**config.mk**
```make
export PLATFORM = sky130hd
export DESIGN_NAME = mem_port_arbiter
export DESIGN_NICKNAME = d
export VERILOG_FILES = /design/src/rtl/mem_port_arbiter.sv
export SDC_FILE = /design/constraint.sdc
export NUM_CORES = 1
export LEC_CHECK = 0
export ABC_AREA = 1
export ABC_CLOCK_PERIOD_IN_PS = 2500
export CORE_UTILIZATION = 64
export CTS_CLUSTER_SIZE = 25
export DETAILED_ROUTE_END_ITERATION = 7
export DONT_BUFFER_PORTS = 1
export GPL_ROUTABILITY_DRIVEN = 0
export HOLD_SLACK_MARGIN = 0.03
export PLACE_DENSITY = 0.87
export SLEW_MARGIN = 20
export SYNTH_ARGS = -nofsm -noshare
export SYNTH_HDL_FRONTEND = slang
export SYNTH_SLANG_ARGS = --single-unit
```
**constraint.sdc**
```tcl
create_clock -name CLK -period 2.5 [get_ports CLK]
set_clock_uncertainty 0.1 [all_clocks]
set_input_delay 0.375 -clock CLK [delete_from_list [all_inputs] [get_ports CLK]]
set_output_delay 0.375 -clock CLK [all_outputs]
set_load 0.01 [all_outputs]
```
**src/rtl/mem_port_arbiter.sv**
```systemverilog
// Shares one single-ported memory between instruction fetch and data access.
// Data requests win; each access is a held MReq/MReady handshake with lane formatting and timeout abort.
module mem_port_arbiter #(
  parameter int TIMEOUT = 15
) (
  input  logic        CLK,
  input  logic        RST_N,
  input  logic        IReq,
  input  logic [31:0] IAddr,
  output logic [31:0] IRdata,
  output logic        IValid,
  input  logic        DReq,
  input  logic        DWe,
  input  logic [31:0] DAddr,
  input  logic [31:0] DWdata,
  input  logic [1:0]  DSize,
  input  logic        DSign,
  output logic [31:0] DRdata,
  output logic        DValid,
  output logic        MReq,
  output logic        MWe,
  output logic [31:0] MAddr,
  output logic [31:0] MWdata,
  output logic [3:0]  MBe,
  input  logic        MReady,
  input  logic [31:0] MRdata,
  output logic        StallF,
  output logic        StallM,
  output logic        BusErr,
  output logic [1:0]  dbg_state
);

  localparam int CW = $clog2(TIMEOUT + 1);

  localparam logic [1:0] IDLE = 2'd0;
  localparam logic [1:0] DATA = 2'd1;
  localparam logic [1:0] INST = 2'd2;

  logic [1:0]    state_q, state_d;
  logic          mreq_q, mreq_d;
  logic          mwe_q, mwe_d;
  logic [31:0]   maddr_q, maddr_d;
  logic [31:0]   mwdata_q, mwdata_d;
  logic [3:0]    mbe_q, mbe_d;
  logic [31:0]   irdata_q, irdata_d;
  logic          ivalid_q, ivalid_d;
  logic [31:0]   drdata_q, drdata_d;
  logic          dvalid_q, dvalid_d;
  logic          buserr_q, buserr_d;
  logic [CW-1:0] cnt_q, cnt_d;
  logic [1:0]    ofs_q, ofs_d;
  logic [1:0]    size_q, size_d;
  logic          sign_q, sign_d;

  logic [3:0]  lane_be;
  logic [31:0] lane_wdata;
  logic        misaligned;
  logic [31:0] shifted;
  logic [31:0] load_data;
  logic        d_live;
  logic        i_live;
  logic        timeout_hit;
  logic        unused_iaddr_lsb;

  assign unused_iaddr_lsb = ^IAddr[1:0];

  always_comb begin
    lane_be    = 4'hf;
    lane_wdata = DWdata;
    misaligned = 1'b0;
    unique case (DSize)
      2'b00: begin
        lane_be    = 4'b0001 << DAddr[1:0];
        lane_wdata = {4{DWdata[7:0]}};
      end
      2'b01: begin
        lane_be    = 4'b0011 << DAddr[1:0];
        lane_wdata = {2{DWdata[15:0]}};
        misaligned = DAddr[0];
      end
      default: begin
        misaligned = (DAddr[1:0] != 2'b00);
      end
    endcase
  end

  // Load lane is shifted down to bit 0 first, then extended by size.
  always_comb begin
    shifted   = MRdata >> {ofs_q, 3'b000};
    load_data = shifted;
    unique case (size_q)
      2'b00:   load_data = {{24{sign_q & shifted[7]}}, shifted[7:0]};
      2'b01:   load_data = {{16{sign_q & shifted[15]}}, shifted[15:0]};
      default: load_data = shifted;
    endcase
  end

  // Handshake: a request is live while Req=1 and its own Valid is not pulsing;
  // MReq stays high with stable address/data until MReady=1 or the timeout fires,
  // and the result appears as a one-cycle Valid pulse on the following cycle.
  assign d_live      = DReq & ~dvalid_q;
  assign i_live      = IReq & ~ivalid_q;
  assign timeout_hit = (cnt_q == CW'(TIMEOUT - 1));

  always_comb begin
    state_d  = state_q;
    mreq_d   = mreq_q;
    mwe_d    = mwe_q;
    maddr_d  = maddr_q;
    mwdata_d = mwdata_q;
    mbe_d    = mbe_q;
    irdata_d = irdata_q;
    ivalid_d = 1'b0;
    drdata_d = drdata_q;
    dvalid_d = 1'b0;
    buserr_d = 1'b0;
    cnt_d    = cnt_q;
    ofs_d    = ofs_q;
    size_d   = size_q;
    sign_d   = sign_q;
    unique case (state_q)
      IDLE: begin
        if (d_live) begin
          if (misaligned) begin
            dvalid_d = 1'b1;
            buserr_d = 1'b1;
            drdata_d = '0;
          end else begin
            state_d  = DATA;
            mreq_d   = 1'b1;
            mwe_d    = DWe;
            maddr_d  = {DAddr[31:2], 2'b00};
            mwdata_d = lane_wdata;
            mbe_d    = lane_be;
            cnt_d    = '0;
            ofs_d    = DAddr[1:0];
            size_d   = DSize;
            sign_d   = DSign;
          end
        end else if (i_live) begin
          state_d  = INST;
          mreq_d   = 1'b1;
          mwe_d    = 1'b0;
          maddr_d  = {IAddr[31:2], 2'b00};
          mwdata_d = '0;
          mbe_d    = 4'hf;
          cnt_d    = '0;
        end
      end
      DATA, INST: begin
        if (MReady || timeout_hit) begin
          state_d  = IDLE;
          mreq_d   = 1'b0;
          mwe_d    = 1'b0;
          maddr_d  = '0;
          mwdata_d = '0;
          mbe_d    = '0;
          buserr_d = ~MReady;
          if (state_q == INST) begin
            ivalid_d = 1'b1;
            irdata_d = MReady ? MRdata : '0;
          end else begin
            dvalid_d = 1'b1;
            drdata_d = (MReady && !mwe_q) ? load_data : '0;
          end
        end
        if (!MReady) begin
          cnt_d = cnt_q + CW'(1);
        end
      end
      default: begin
        state_d = IDLE;
        mreq_d  = 1'b0;
      end
    endcase
  end

  always_ff @(posedge CLK or negedge RST_N) begin
    if (!RST_N) begin
      state_q  <= IDLE;
      mreq_q   <= 1'b0;
      mwe_q    <= 1'b0;
      maddr_q  <= '0;
      mwdata_q <= '0;
      mbe_q    <= '0;
      irdata_q <= '0;
      ivalid_q <= 1'b0;
      drdata_q <= '0;
      dvalid_q <= 1'b0;
      buserr_q <= 1'b0;
      cnt_q    <= '0;
      ofs_q    <= '0;
      size_q   <= '0;
      sign_q   <= 1'b0;
    end else begin
      state_q  <= state_d;
      mreq_q   <= mreq_d;
      mwe_q    <= mwe_d;
      maddr_q  <= maddr_d;
      mwdata_q <= mwdata_d;
      mbe_q    <= mbe_d;
      irdata_q <= irdata_d;
      ivalid_q <= ivalid_d;
      drdata_q <= drdata_d;
      dvalid_q <= dvalid_d;
      buserr_q <= buserr_d;
      cnt_q    <= cnt_d;
      ofs_q    <= ofs_d;
      size_q   <= size_d;
      sign_q   <= sign_d;
    end
  end

  assign IRdata    = irdata_q;
  assign IValid    = ivalid_q;
  assign DRdata    = drdata_q;
  assign DValid    = dvalid_q;
  assign MReq      = mreq_q;
  assign MWe       = mwe_q;
  assign MAddr     = maddr_q;
  assign MWdata    = mwdata_q;
  assign MBe       = mbe_q;
  assign BusErr    = buserr_q;
  assign StallF    = IReq & ~ivalid_q;
  assign StallM    = DReq & ~dvalid_q;
  assign dbg_state = state_q;

endmodule
```
==> impl_metrics.toml, run 1 <==
[synthesis]
ys.warnings.count = 0
synth.distinct_cells = 28
synth_top_area_share_pct = 48.9
synth_area_mm2 = 0.00747
synthArstFlopShare_pct = 100
synth_edf_count = 0
syn_area_per_cell_um2 = 7.29
synth_ff_type = "dfrtp_1"
synth.top_cells.by_count = "nand2_1, dfrtp_1, nand3_1"
yosysMostFrequentCell = "nand2_1"
ys_seq_elements = 146
seq_area_frac_synth_pct = 48.9
syn-instance-count = 1025
ys_top_cells_by_area = "dfrtp_1, nand2_1, nand3_1"
yosysTopAreaCell = "dfrtp_1"

[clock_network]
hold_buffers = 74
cts_max_level = 4
clock_path_buffers = 2
clock-root-buffer = "clkbuf_16"
clock_latency_ns = 0.43
cts_tree = "yes"
clock_sinks = 146
cts_buffers = 17
clk_pin_slew_ns = 0.07
postCtsSetupRepairBufs = 0

[global_route]
antenna_found_initial = 1
grtUsageTotal_pct = 39.4
grt_pass1_vias = 6937
grt_overflow = 0
grt_max_degree = 147
grt_pass1_wl_um = 35200

[final_layout]
diodes = 0
drive_above_1_share_pct = 5.97
layoutNonFillerInstCount = 1231
areaGrowthSynthToFinish_pct = 19.2
fin_nets = 1219
fill_cells = 772
postLayoutCellArea_mm2 = 0.00891

[routing]
viasPerCell = 6.03
routedWlPerCell_um = 18.8
drt-total-wl_um = 23100
dr.pass1.iters = 8
vias = 7426
drc = 30
drtAntennaViolNets = 0
drt_iter0_drc = 877

[floorplanning]
die_area_mm2 = 0.0121
die_width_um = 110
core_area_mm2 = 0.0114
initial_core_util_pct = 65.5
num_rows = 39
die_h_um = 110
io_pins = 278

[power]
internal-power_mw = 6.44
power_frac_clock_pct = 24.2
power.density_mw_per_mm2 = 1300
p_seq_share_pct = 38.4
comb_power_share_pct = 37.4
p_leak_nw = 4.77
switching_share_pct = 44.5
vdd_drop_max_mv = 0.854
power_switching_mw = 5.16

[timing]
max_freq_mhz = 416
grt_setup_unrepaired = "false"
hold_viol_final = 146
period_share_pct = 96.2
setup_viol = 0
whs_ns = -0.471
period_minus_slack_ns = 2.41
fin_setup_tns_ns = 0
report.final.slew_viol_count = 0

[placement]
portBuffers = 0
dp_hpwl_um = 13900
place_area_mm2 = 0.00751
dp.cells = 1126

[setup_path]
crit_end = "IRdata[9]$_DFFE_PN0P_"
critPathLaunchType = "register"
crit_fanout = 33
ff2ff_setup_slack_ns = 0.09
path_class = "reg -> reg"
r2r_end = "IRdata[9]$_DFFE_PN0P_"
cp-end-kind = "register"
critPathLaunch = "dbg_state[0]$_DFFE_PN0P_"
cp.required_ns = 2.74
reg2reg_depth = 9
r2r-start = "dbg_state[0]$_DFFE_PN0P_"
cp.arrival_ns = 2.64

[run]
max-cap-violations = 0

[hold_path]
hold_class = "in -> async"

[run_status]
run_status = "complete, but fails checks"
violations = "DRC, hold timing"
-- critical path, cell delays in order (launching register included) --
cell and delay [ns]:
dfrtp_1 0.35, inv_1 0.08, ha_1 0.32, buf_4 0.19
nand2_1 0.10, nor2_2 0.14, buf_12 0.20, nand3_1 0.08
dlygate4sd3_1 0.57, nand2_1 0.18
-- sequential cells by signal, summed over array words and instances (netlist names) --
name and count:
IValid 1, MReq 1, size_q 2, IRdata 32, dbg_state 2, BusErr 1, DRdata 32, ofs_q 2
DValid 1, MBe 4, MWdata 32, MAddr 30, MWe 1, sign_q 1, cnt_q 4
-- repair_timing --
item                                    4_1_cts  5_1_grt
resized for setup                             0        6
endpoints found under the hold margin       188      146
endpoints found under the setup margin        0       15
-- logic make-up (layout without fill, tap and decap cells) --
family          count (synthesis)  in the layout  share of synthesized area [%]
compound gates                114            114                           7.97
fa+ha+maj                       6              6                           1.00
other cells                     1              2                         0.0502
flops                         146            146                           48.9
buf+inv                       110            172                           6.65
simple gates                  646            646                           35.2
xor+xnor                        2              2                          0.234
-- area by class of cell --
cell class | instances | area, um2 | share of cell area, %
flip-flops and latches | 146 | 3650 | 41.0
multi-input cells | 770 | 3340 | 37.5
repair buffers | 94 | 920 | 10.3
clock buffers | 21 | 460 | 5.17
clock inverters | 10 | 181 | 2.04
well taps | 143 | 179 | 2.01
inverters | 47 | 176 | 1.98
-- power by group through the flow --
stage                     clock [mW]  sequential (mW)  combinational (mW)
after floorplan                    0             4.18                3.29
after global placement             0             4.44                3.85
after detailed placement           0             4.45                4.00
after CTS                       2.80             4.44                4.11
after global routing            2.90             4.57                4.88
final                           2.81             4.46                4.34
-- placed cells by master, fill, tap and decap left out, types with 4 or more instances in the layout --
cell,n
o31ai_1,5
o22ai_1,5
clkbuf_16,17
o21ai_0,78
inv_1,42
bufinv_16,5
ha_1,6
buf_4,17
nand2_1,459
nor2_1,52
dlygate4sd3_1,74
dfrtp_1,146
a21oi_1,23
inv_2,4
nand3_1,119
-- stage by stage --
| step | power [mW] | setup WS (ns) | utilization, % |
|---|---|---|---|
| after global placement | 8.29 | 0.319 | 65.7 |
| after detailed placement | 8.45 | 0.261 | 65.7 |
| after global routing | 12.4 | 0.00419 | 78.0 |
| after floorplan | 7.47 | 0.556 | - |
| after CTS | 11.3 | 0.138 | 77.8 |
| final | 11.6 | 0.0938 | 78.0 |
-- routing by layer --
metal,vias to the layer above,routed length (um),track usage [%]
met5,-,0,0
met4,0,1410,26.1
met3,153,2730,15.9
met2,567,10800,63.2
met1,3362,8120,43.0
li1,3344,-,-
-- worst min path at each step --
stage,end,slack [ns]
after detailed placement,IRdata[14]$_DFFE_PN0P_,-0.02
after floorplan,BusErr$_DFF_PN0_,-0.02
after global routing,IRdata[5]$_DFFE_PN0P_,-0.48
after global placement,IRdata[11]$_DFFE_PN0P_,-0.02
final,IRdata[14]$_DFFE_PN0P_,-0.47
after CTS,IRdata[14]$_DFFE_PN0P_,-0.48
No activity file was read; power rests on OpenSTA's default activity.
==> inputs of run 2 (changes only) <==
CORE_ASPECT_RATIO = 1.1   (was not set)
GPL_TIMING_DRIVEN = 0   (was not set)
MAX_ROUTING_LAYER = met4   (was not set)
==> run 2 against run 1 <==
Net effect:
- the run still ends with DRC, hold timing left
- first-iteration DRC count down 13%
- cell area decreased by 2.0%
- sequential share of layout area is 0.84 points higher
- register-to-register slack worse by 0.03 ns
- non-clock buffer count increased by 11
- global-route usage grew 0.98 points
- routed wire length grew 2.3%
- die area about the same
- cell count grew 1.3%
- power increased by 1.7%
- setup slack lost 0.032 ns
- utilization fell by 1.7 points
- critical path type unchanged
- largest power group is now combinational logic
==> impl_metrics.toml, run 2 (synthesis gave the netlist of run 1 again) <==
[setup_path]
critical_path.cell_chain = "inv_1 -> ha_1 -> buf_2 -> nor2_2 -> buf_2 -> nand3_1 -> a21oi_1 -> nand2_1 -> nand2_1"
cp_slowest_stage_delay_ns = 0.45
cp.required_ns = 2.76
critPathLaunchType = "register"
ff2ff_setup_slack_ns = 0.06
crit_fanout = 10
cp-end-kind = "register"
cp.arrival_ns = 2.70
path_class = "reg -> reg"
critPathSlowestCell = "dfrtp_1"

[run_status]
violations = "DRC, hold timing"
run_status = "complete, but fails checks"

[power]
p_total_mw = 11.8
vdd_drop_max_mv = 0.894
switching_share_pct = 44.8
p_seq_share_pct = 37.6
power.density_mw_per_mm2 = 1350
power_frac_clock_pct = 23.7
p_leak_nw = 4.79
comb_power_share_pct = 38.7
internal-power_mw = 6.52
power_switching_mw = 5.28

[timing]
fin_setup_tns_ns = 0
worst_slew_pin_slew_ns = 0.605
period_share_pct = 97.5
setup_viol = 0
period_minus_slack_ns = 2.44
relSlewSlack_pct = 59.5
report.final.slew_viol_count = 0
max_freq_mhz = 410
hold_viol_final = 146
whs_ns = -0.453
grt_setup_unrepaired = "true"

[clock_network]
clk_pin_slew_ns = 0.06
cts_max_level = 4
clock_latency_ns = 0.42
cts_buffers = 17
clock-root-buffer = "clkbuf_16"
cts_tree = "yes"
hold_buffers = 42
clock_path_buffers = 2
clock_sinks = 146

[floorplanning]
die_width_um = 105
io_pins = 278
die_area_mm2 = 0.0121
core_area_mm2 = 0.0114
initial_core_util_pct = 65.3
die_h_um = 115
num_rows = 41

[routing]
drt-total-wl_um = 23600
viasPerCell = 6.02
drc = 1
routedWlPerCell_um = 18.9
dr.pass1.iters = 8
drt_iter0_drc = 765
drtAntennaViolNets = 0
vias = 7501

[final_layout]
drive_above_1_share_pct = 7.29
layout_commonest_cell = "nand2_1"
fin_nets = 1230
layout_common_cells = "nand2_1, dfrtp_1, nand3_1, o21ai_0, nor2_1"
postLayoutCellArea_mm2 = 0.00873
multiInputGateArea_mm2 = 0.00333
regArea_mm2 = 0.00365
fill_cells = 827
diodes = 0
areaGrowthSynthToFinish_pct = 16.8
fin_util_pct = 76.3

[placement]
place_area_mm2 = 0.00766
dp_hpwl_um = 15800
portBuffers = 0

[global_route]
grt_overflow = 0
grtUsageTotal_pct = 40.4
grt_pass1_vias = 7051
antenna_found_initial = 0
grt_pass1_wl_um = 35900
grt_max_degree = 147

[hold_path]
hold_class = "in -> async"

[run]
max-cap-violations = 0
## run 2: cell types whose count changed in the layout (fill, tap and decap cells not counted), sizes merged
cell and change:
dlygate4sd3 -32, clkbuf +28, buf +14, clkinv -3
clkinvlp +2
## run 2: area by class of cell
type                    instances  area share, %
repair buffers                 42           4.81
clock inverters                 9           2.08
plain buffers                  63           3.70
clock buffers                  20           5.23
flip-flops and latches        146           41.9
well taps                     150           2.15
multi-input cells             770           38.2
inverters                      47           2.02
## run 2: critical path: cells and delay by family (launching register included)
family	cells	cell delay [ns]
AO/OA/AOI/OAI	1	0.28
flip-flops	1	0.45
adder cells (fa/ha/maj)	1	0.33
buffers and inverters	3	0.63
AND/OR/NAND/NOR	4	0.59
## run 2: final timing paths
| check | startpoint | end | depth (start not counted) |
|---|---|---|---|
| max | dbg_state[0]$_DFFE_PN0P_ | MWdata[8]$_DFFE_PN0P_ | 9 |
| min | RST_N | IRdata[11]$_DFFE_PN0P_ | 0 |
| max reg2reg | dbg_state[0]$_DFFE_PN0P_ | MWdata[8]$_DFFE_PN0P_ | 9 |
| min reg2reg | cnt_q[3]$_DFFE_PN0P_ | cnt_q[3]$_DFFE_PN0P_ | 2 |
| max in group asynchronous | RST_N | dbg_state[1]$_DFFE_PN0P_ | 0 |
| min in group CLK | MRdata[15] | IRdata[15]$_DFFE_PN0P_ | 2 |
## run 2: metal layers
metal / global-route usage (%) / vias up / routed length [um]
li1: - / 3368 / -
met1: 43.7 / 3376 / 8100
met2: 65.8 / 594 / 11200
met3: 12.1 / 163 / 2780
met4: 24.6 / 0 / 1530
met5: - / - / 0
## run 2: power groups by stage
stage                     sequential [mW]  combinational [mW]  clock, mW
after global placement               4.43                4.10          0
after CTS                            4.43                4.35       2.78
final                                4.44                4.56       2.80
after detailed placement             4.44                4.25          0
after global routing                 4.52                5.02       2.89
after floorplan                      4.18                3.29          0
## run 2: metrics by stage
stage	std cells	setup slack (ns)
finish	1247	0.0623
global route	1247	-0.0304
CTS	1247	0.0931
detailed placement	1176	-0.00350
global placement	1176	0.00974
floorplan	1026	0.556
## run 2: what timing repair did
item                                    in CTS  in global routing
setup buffers                                0                  0
endpoints found under the setup margin       1                 12
endpoints found under the hold margin      188                146
resized for setup                            1                  6
